## src/rtl/i2c_arbiter.sv

```systemverilog
// Two-requester round-robin arbiter in front of a single-byte I2C master.
// One transaction at a time: arbitrate, launch, wait for done or timeout, respond, then idle the bus.
module i2c_arbiter #(
    parameter int TIMEOUT_CYCLES = 1023,
    parameter int GAP_CYCLES     = 4
) (
    input  logic        clk_400,
    input  logic        rst_n,
    input  logic [1:0]  req_valid,
    input  logic [1:0]  req_rw,
    input  logic [13:0] req_addr,
    input  logic [15:0] req_wdata,
    output logic [1:0]  req_ready,
    output logic [1:0]  rsp_valid,
    output logic [7:0]  rsp_rdata,
    output logic        rsp_ack_error,
    output logic        rsp_timeout,
    output logic [1:0]  grant,
    output logic        busy,
    output logic        m_start_txn,
    output logic        m_rw,
    output logic        m_data_valid,
    output logic        m_next_byte,
    output logic [6:0]  m_sub_addr,
    output logic [7:0]  m_data_in,
    input  logic        m_done,
    input  logic        m_ack_error,
    input  logic [7:0]  m_data_out
);

    typedef enum logic [2:0] {
        IDLE,
        LAUNCH,
        WAIT_DONE,
        RESPOND,
        GAP
    } state_t;

    state_t      state;
    logic        last_grant;
    logic        owner;
    logic        win_idx;
    logic        lat_rw;
    logic [6:0]  lat_addr;
    logic [7:0]  lat_wdata;
    logic [15:0] timer;
    logic [7:0]  gap_cnt;
    logic [7:0]  cap_rdata;
    logic        cap_ack_error;
    logic        cap_timeout;

    assign m_next_byte = 1'b0;

    // With both requesting, the one that did not own the previous transaction wins.
    always_comb begin
        win_idx = 1'b0;
        if (req_valid == 2'b11)
            win_idx = ~last_grant;
        else if (req_valid[1])
            win_idx = 1'b1;
    end

    always_ff @(posedge clk_400 or negedge rst_n) begin
        if (!rst_n) begin
            state         <= IDLE;
            last_grant    <= 1'b1;
            owner         <= 1'b0;
            lat_rw        <= 1'b0;
            lat_addr      <= '0;
            lat_wdata     <= '0;
            timer         <= '0;
            gap_cnt       <= '0;
            cap_rdata     <= '0;
            cap_ack_error <= 1'b0;
            cap_timeout   <= 1'b0;
            req_ready     <= '0;
            rsp_valid     <= '0;
            rsp_rdata     <= '0;
            rsp_ack_error <= 1'b0;
            rsp_timeout   <= 1'b0;
            grant         <= '0;
            busy          <= 1'b0;
            m_start_txn   <= 1'b0;
            m_rw          <= 1'b0;
            m_data_valid  <= 1'b0;
            m_sub_addr    <= '0;
            m_data_in     <= '0;
        end else begin
            req_ready     <= '0;
            rsp_valid     <= '0;
            rsp_rdata     <= '0;
            rsp_ack_error <= 1'b0;
            rsp_timeout   <= 1'b0;
            m_start_txn   <= 1'b0;
            m_data_valid  <= 1'b0;
            case (state)
                IDLE: begin
                    if (|req_valid) begin
                        owner     <= win_idx;
                        lat_rw    <= win_idx ? req_rw[1] : req_rw[0];
                        lat_addr  <= win_idx ? req_addr[13:7] : req_addr[6:0];
                        lat_wdata <= win_idx ? req_wdata[15:8] : req_wdata[7:0];
                        req_ready <= win_idx ? 2'b10 : 2'b01;
                        grant     <= win_idx ? 2'b10 : 2'b01;
                        busy      <= 1'b1;
                        state     <= LAUNCH;
                    end
                end
                LAUNCH: begin
                    m_start_txn  <= 1'b1;
                    m_data_valid <= ~lat_rw;
                    m_rw         <= lat_rw;
                    m_sub_addr   <= lat_addr;
                    m_data_in    <= lat_wdata;
                    timer        <= '0;
                    state        <= WAIT_DONE;
                end
                WAIT_DONE: begin
                    // A done arriving on the timeout cycle still counts as a completion.
                    if (m_done) begin
                        cap_ack_error <= m_ack_error;
                        cap_rdata     <= (lat_rw && !m_ack_error) ? m_data_out : 8'h00;
                        cap_timeout   <= 1'b0;
                        m_rw          <= 1'b0;
                        m_sub_addr    <= '0;
                        m_data_in     <= '0;
                        state         <= RESPOND;
                    end else if (timer == 16'(TIMEOUT_CYCLES - 1)) begin
                        cap_ack_error <= 1'b0;
                        cap_rdata     <= 8'h00;
                        cap_timeout   <= 1'b1;
                        m_rw          <= 1'b0;
                        m_sub_addr    <= '0;
                        m_data_in     <= '0;
                        state         <= RESPOND;
                    end else begin
                        timer <= timer + 16'd1;
                    end
                end
                RESPOND: begin
                    rsp_valid     <= owner ? 2'b10 : 2'b01;
                    rsp_rdata     <= cap_rdata;
                    rsp_ack_error <= cap_ack_error;
                    rsp_timeout   <= cap_timeout;
                    last_grant    <= owner;
                    gap_cnt       <= '0;
                    state         <= GAP;
                end
                GAP: begin
                    grant <= '0;
                    if (gap_cnt == 8'(GAP_CYCLES - 1)) begin
                        busy  <= 1'b0;
                        state <= IDLE;
                    end else begin
                        gap_cnt <= gap_cnt + 8'd1;
                    end
                end
                default: state <= IDLE;
            endcase
        end
    end

endmodule

```

## config.mk

```make
export PLATFORM = sky130hd
export DESIGN_NAME = i2c_arbiter
export DESIGN_NICKNAME = d
export VERILOG_FILES = /design/src/rtl/i2c_arbiter.sv
export SDC_FILE = /design/constraint.sdc
export NUM_CORES = 1
export LEC_CHECK = 0
export ABC_AREA = 1
export BUFFER_PORTS_ARGS = -buffer_cell sky130_fd_sc_hd__clkbuf_2
export CAP_MARGIN = 25
export CORE_MARGIN = 2
export CORE_UTILIZATION = 45
export DETAILED_ROUTE_END_ITERATION = 10
export PLACE_DENSITY = 0.7
export SYNTH_ARGS = -nofsm -noshare
export SYNTH_HDL_FRONTEND = slang
export SYNTH_SLANG_ARGS = --single-unit
```

## constraint.sdc

```tcl
create_clock -name clk_400 -period 3.95 [get_ports clk_400]
set_clock_uncertainty 0.05 [all_clocks]
set_input_delay 0.395 -clock clk_400 [delete_from_list [all_inputs] [get_ports clk_400]]
set_output_delay 0.395 -clock clk_400 [all_outputs]
set_load 0.02 [all_outputs]
```

==> Yosys cells after proc, flatten, opt, wreduce, memory -nomap -nowiden <==
Index checks and enable logic that the tools add are counted.
{ "classes": {"n_addsub": 2, "eq_ne": 13, "mux": 44, "bitwise_logic": 2, "reduce_logical": 16} }
{ "op_table": {"columns": ["operator", "n"], "rows": [
  ["2-to-1 mux 8 bit", 7],
  ["2-to-1 mux 16 bit", 2],
  ["one-hot mux 16 bit (2 select lines)", 1],
  ["one-hot mux 8 bit (2 select lines)", 2],
  ["2-to-1 mux 7 bit", 3],
  ["adder 16 x 1 -> 16 bit, second input constant", 1],
  ["equality test 16 x 10 -> 1 bit, second input constant", 1],
  ["one-hot mux 3 bit (5 select lines)", 1],
  ["2-to-1 mux 1 bit", 14],
  ["one-hot mux 7 bit (2 select lines)", 1],
  ["2-to-1 mux 2 bit", 6],
  ["2-to-1 mux 3 bit", 4],
  ["inequality test 2 bit, second input constant", 5],
  ["AND reduction 2 bit", 5],
  ["AND reduction 3 bit", 3],
  ["adder 8 x 1 -> 8 bit, second input constant", 1],
  ["equality test 8 x 2 -> 1 bit, second input constant", 1],
  ["nonzero test 2 bit", 4],
  ["equality test 3 x 2 -> 1 bit, second input constant", 2],
  ["one-hot mux 1 bit (2 select lines)", 2],
  ["one-hot mux 2 bit (2 select lines)", 1],
  ["equality test 3 x 1 -> 1 bit, second input constant", 1],
  ["equality test 3 bit, second input constant", 1],
  ["logical NOT 3 bit", 1],
  ["other kinds (6)", 7]
]} }
{ "word_totals": {"ff_bits": 90, "input_bits": 46} }

==> Logic depth before layout (Yosys ltp) <==
{ "depth": {"word_depth": 5, "depth_mapped": 10} }

==> Least setup slack after synthesis <==
OpenSTA, ideal clock, no wires.
{ "synth_timing": {"path_type": "reg-to-reg", "startpoint": "reg timer[0]", "endpoint": "reg m_data_in[1]", "setup_time_ns": 0.118, "arrival_ns": 1.273, "required_ns": 3.782, "path_slack_ns": 2.509, "path_stages_with_launch": 11, "path_buffers": 1, "period_less_slack_ns": 1.441, "cell_sequence": "dfrtp_1 inv_1 ha_1 nand3_1 nor2_2 nand2_1 nand2_1 nand2_2 buf_2 nand3_1 nand2_1"} }
{ "synth_via": {"elab_chain_cells": 3} }
{ "synth_rtl": {"columns": ["item", "line_no", "text"], "rows": [
  ["from (decl)", "46", "logic [15:0] timer;"],
  ["from (signal assigned)", "137", "timer <= timer + 16'd1;"],
  ["equality test 16 x 10 -> 1 bit", "128", "end else if (timer == 16'(TIMEOUT_CYCLES - 1)) begin"],
  ["inequality test 3 bit (no line)", null, null],
  ["AND reduction 2 bit (no line)", null, null],
  ["to (signal assigned)", "114", "m_data_in <= lat_wdata;"],
  ["to (decl)", "25", "output logic [7:0] m_data_in,"]
]} }
Every way passes these cells.
A chain may end at the register's enable or synchronous reset.

==> Worst setup path in the final report <==
{ "layout_timing": {"startpoint": "reg state[0]", "endpoint": "reg owner"} }
{ "layout_via": {"elab_chain_cells": 2} }
{ "layout_rtl": {"columns": ["item", "line_no", "text"], "rows": [
  ["from (decl)", "39", "state_t state;"],
  ["from (signal assigned)", "65", "state <= IDLE;"],
  ["from (signal assigned)", "106", "state <= LAUNCH;"],
  ["from (signal assigned)", "116", "state <= WAIT_DONE;"],
  ["logical NOT 3 bit", "96", "case (state)"],
  ["AND reduction 2 bit (no line)", null, null],
  ["to (signal assigned)", "99", "owner <= win_idx;"],
  ["to (decl)", "41", "logic owner;"]
]} }
Every way passes these cells.

==> out/results.md <==
| Group | Quantity | Reported |
|---|---|---|
| finish | Area of all placed cells without fillers | 4820 um2 |
| placed design | Port Buffers | 80 |
| clock tree | Skew-Pair Late Insertion Delay | 0.36 ns |
| clock tree | Number of buffers added for setup after CTS | 0 |
| clock tree | Clock-pin slew on the worst setup and hold paths | 0.09 ns |
| clock tree | Clock sink count | 90 |
| floorplanning | CORE AREA | 9110 um2 |
| detailed routing | Total iterations of the first detailed-routing run | 4 |
| clock tree | Clock tree from TritonCTS | yes |
| detailed routing | Routed metal-1 wire length | 4410 um |
| detailed routing | Routed met3 length | 448 um |
| placed design | Dpl hpwl | 6660 um |
| synth | Distinct cell type count after synthesis | 33 |
| clock tree | Clock root cell | clkbuf_8 |
| setup path | Crit path launch type | flip-flop |
| detailed routing | Post-DRT Antenna Nets | 0 |
| synth | Share of cell area taken by muxes after synthesis | 0% |
| synth | Simple-gate portion of the synthesized area | 30.0% |
| job | Number of max-capacitance violations reported | 0 |
| timing | Minimum clock period after layout | 1.93 ns |
| floorplanning | Top-Level Pins | 82 |
| finish | Antenna fix cells | 0 |
| pwr | Power per Cell Area | 641 nW/um2 |
| synth | Mean post-synth cell area | 8.53 um2 |
| clock tree | Number of clock buffers inserted by TritonCTS | 9 |
| finish | Number of fillers in the final layout | 876 |
| clock tree | Maximum number of buffers from clock root to sink | 2 |
| detailed routing | Via count | 3519 |
| setup path | Worst path required time | 4.19 ns |
| timing | Unrepaired setup endpoints after global routing | no |
| detailed routing | Mean routed wirelength per cell | 13.6 um |
| setup path | Critical path capture point type | flip-flop |
| grt | Overall track demand over capacity in global routing | 19.7% |
| finish | Final layout net count | 616 |
| grt | Global-route wire length before repair | 15700 um |
| pwr | PnR Total Power | 0.00309 W |
| timing | Top achievable clock speed | 0.518 GHz |
| synth | Fraction of the mapped netlist area in compound gates | 8.95% |
| placed design | Standard cell area after detailed placement | 4640 um2 |
| timing | Worst rel slew slack | 47.2% |
| synth | Largest family of logic cells by synthesized area | simple AND/OR/NAND/NOR gates |
| min path | Worst hold path class | in2async |
| grt | Maximum number of pins on one net before global-route repair | 61 |
| timing | Count of final setup violators | 0 |
| grt | GR Overflow Total | 0 |
| placed design | Final estimated routing congestion in global placement | 0.842 |
| setup path | CP arrival | 2.17 ns |
| timing | Setup TNS | 0 ns |
| timing | Worst Max-Slew Pin Slew | 0.789 ns |
| outcome | Outcome | finished, final reports clean |
| detailed routing | Routed wire length | 9310 um |
| placed design | Total instance count after detailed placement | 667 |
| timing | Fin. max-slew vios | 0 |
| floorplanning | Die Footprint | 10100 um2 |
| pwr | Static leakage | 2.45 nW |
| finish | Final core area utilization | 52.9% |
| setup path | Max FO, Critical Path | 22 |
| synth | Number of warnings issued by yosys | 0 |
| pwr | Peak supply drop | 0.354 mV |
| synth | Synth Instances | 490 |
| finish | Layout cells sized above 1 | 24.7% |
| detailed routing | Amount of wire on met2 after detailed routing | 4330 um |
| clock tree | CTS resizes | 0 |
| detailed routing | Routed vias/inst | 5.15 |
| detailed routing | Number of DRC violations after detailed routing | 0 |
| floorplanning | Chip Width | 100 um |
| clock tree | Count of H-tree levels built during CTS | 3 |
| floorplanning | Number of placement rows | 35 |
| grt | Via count of the first global-routing pass | 3331 |
| setup path | Type of the setup path with the least slack | reg2reg |
| synth | Sequential element share of the synthesized area | 53.9% |
| timing | Number of hold-slack violations in the final timing report | 0 |
| floorplanning | Die Span Y | 100 um |
| synth | Total of flip-flops plus latches after synthesis | 90 |
| finish | Area overhead of the layout relative to synthesis | 15.3% |
| synth | Xor and xnor fraction of the mapped netlist area | 0.419% |
| detailed routing | Iteration-0 DRC Markers | 230 |
| timing | Final cycle utilization of the critical path | 48.8% |
| clock tree | Quantity of hold-fixing buffers added after cts | 0 |
| grt | Initial antenna violation count | 0 |
| synth | Syn_nets | 539 |
| detailed routing | Highest metal layer used by the detailed router | met4 |
| floorplanning | Starting Density | 45.9% |
| synth | Post-synthesis instance area | 4180 um2 |
| synth | Adder-cell share of the synthesized area | 0.898% |
| finish | Number of standard cells in the layout, taps in and fillers out | 683 |
## cells by family (layout without fill, tap and decap cells)
family / count (synthesis) / after routing
XOR/XNOR: 2 / 2
adder cells (fa/ha/maj): 3 / 3
flip-flops: 90 / 90
AND/OR/NAND/NOR: 276 / 276
AO/OA/AOI/OAI: 62 / 62
buffers and inverters: 56 / 138
other: 1 / 1
## routing by layer
layer  vias to the layer above  track usage, %
met2                        98            30.8
met3                         9            4.74
met4                         0            6.01
li1                       1742               -
met5                         -               0
met1                      1670            27.5
## synthesized netlist by cell type
master	instances	area, um2
a31o_2	1	8.76
buf_1	1	3.75
buf_2	7	35.0
buf_4	2	15.0
buf_6	2	22.5
clkbuf_1	3	11.3
conb_1	1	3.75
dfrtp_1	89	2230
dfstp_2	1	26.3
ha_1	3	37.5
inv_1	34	128
inv_2	7	26.3
nand2_1	124	465
nand2_2	10	62.6
nand3_1	63	315
nand3_2	1	10.0
nand3_4	2	35.0
nand3b_1	1	7.51
nand4_1	9	56.3
nor2_1	53	199
nor2_2	2	12.5
nor2_8	1	20.0
nor3_1	3	15.0
nor3_4	1	16.3
nor3b_1	1	7.51
o211ai_1	1	7.51
o21ai_0	29	145
o21ai_1	13	65.1
o21ai_2	13	114
o21bai_1	2	15.0
o22ai_1	3	18.8
or2_2	5	31.3
xor2_1	2	17.5
## power by group
part / switching [W] / internal, W / total (W)
Sequential: 0.000182 / 0.00120 / 0.00138
Clock: 0.000345 / 0.000231 / 0.000577
Combinational: 0.000803 / 0.000332 / 0.00114
## placed cells by master, fill, tap and decap left out, types with 2 or more instances in the layout
cell type and count:
clkbuf_2 79, o21bai_1 2, nand4_1 9, nand2_2 10
nor3_1 3, nand2_1 124, inv_2 7, buf_4 2
xor2_1 2, or2_2 5, nand3_1 63, o21ai_1 13
ha_1 3, o22ai_1 3, nand3_4 2, inv_1 34
clkinvlp_4 3, nor2_2 2, dfrtp_1 89, o21ai_0 29
clkbuf_8 9, o21ai_2 13, clkinv_4 2, nor2_1 53
## worst paths after layout
path / startpoint / endpoint / slack, ns / cells after the start
setup / recovery: state[0] / owner / 2.02 / 6
hold / removal: rst_n / timer[9] / 0.05 / 1
setup reg to reg: state[0] / owner / 2.02 / 6
hold reg to reg: owner / rsp_valid[0] / 0.40 / 1
max in group asynchronous: rst_n / cap_rdata[6] / 2.91 / 2
min in group clk_400: m_data_out[2] / cap_rdata[2] / 0.21 / 3
## sequential cells by signal, indices dropped and copies added, names as in the netlist, 2 cells and up
register    flops
timer          16
cap_rdata       8
gap_cnt         8
lat_wdata       8
m_data_in       8
rsp_rdata       8
lat_addr        7
m_sub_addr      7
state           3
grant           2
req_ready       2
rsp_valid       2
## critical path: stages, from the launching register on
cell	delay, ns
dfrtp_1	0.44
inv_1	0.09
nand2_2	0.14
nor3_4	0.49
inv_2	0.31
nor2_1	0.22
o21bai_1	0.13
## cell type report
type                            count  area, um2  share of cell area, %
Inverter                           41        154                   3.19
Clock inverter                      7       53.8                   1.12
Clock buffer                        9        124                   2.57
Tap cell                          111        139                   2.88
Multi-Input combinational cell    344       1690                   35.0
Timing Repair Buffer               81        410                   8.51
Sequential cell                    90       2250                   46.7
## metrics by stage
stage | worst slack, ns | hold slack (ns)
6_report | 2.02 | 0.0506
5_1_grt | 1.74 | 0.0929
4_1_cts | 1.99 | 0.0804
3_5_place_dp | 1.98 | 0.386
3_3_place_gp | 2.08 | 0.377
2_1_floorplan | 2.51 | 0.0494
Note: power is estimated with default switching activity, not from simulation.
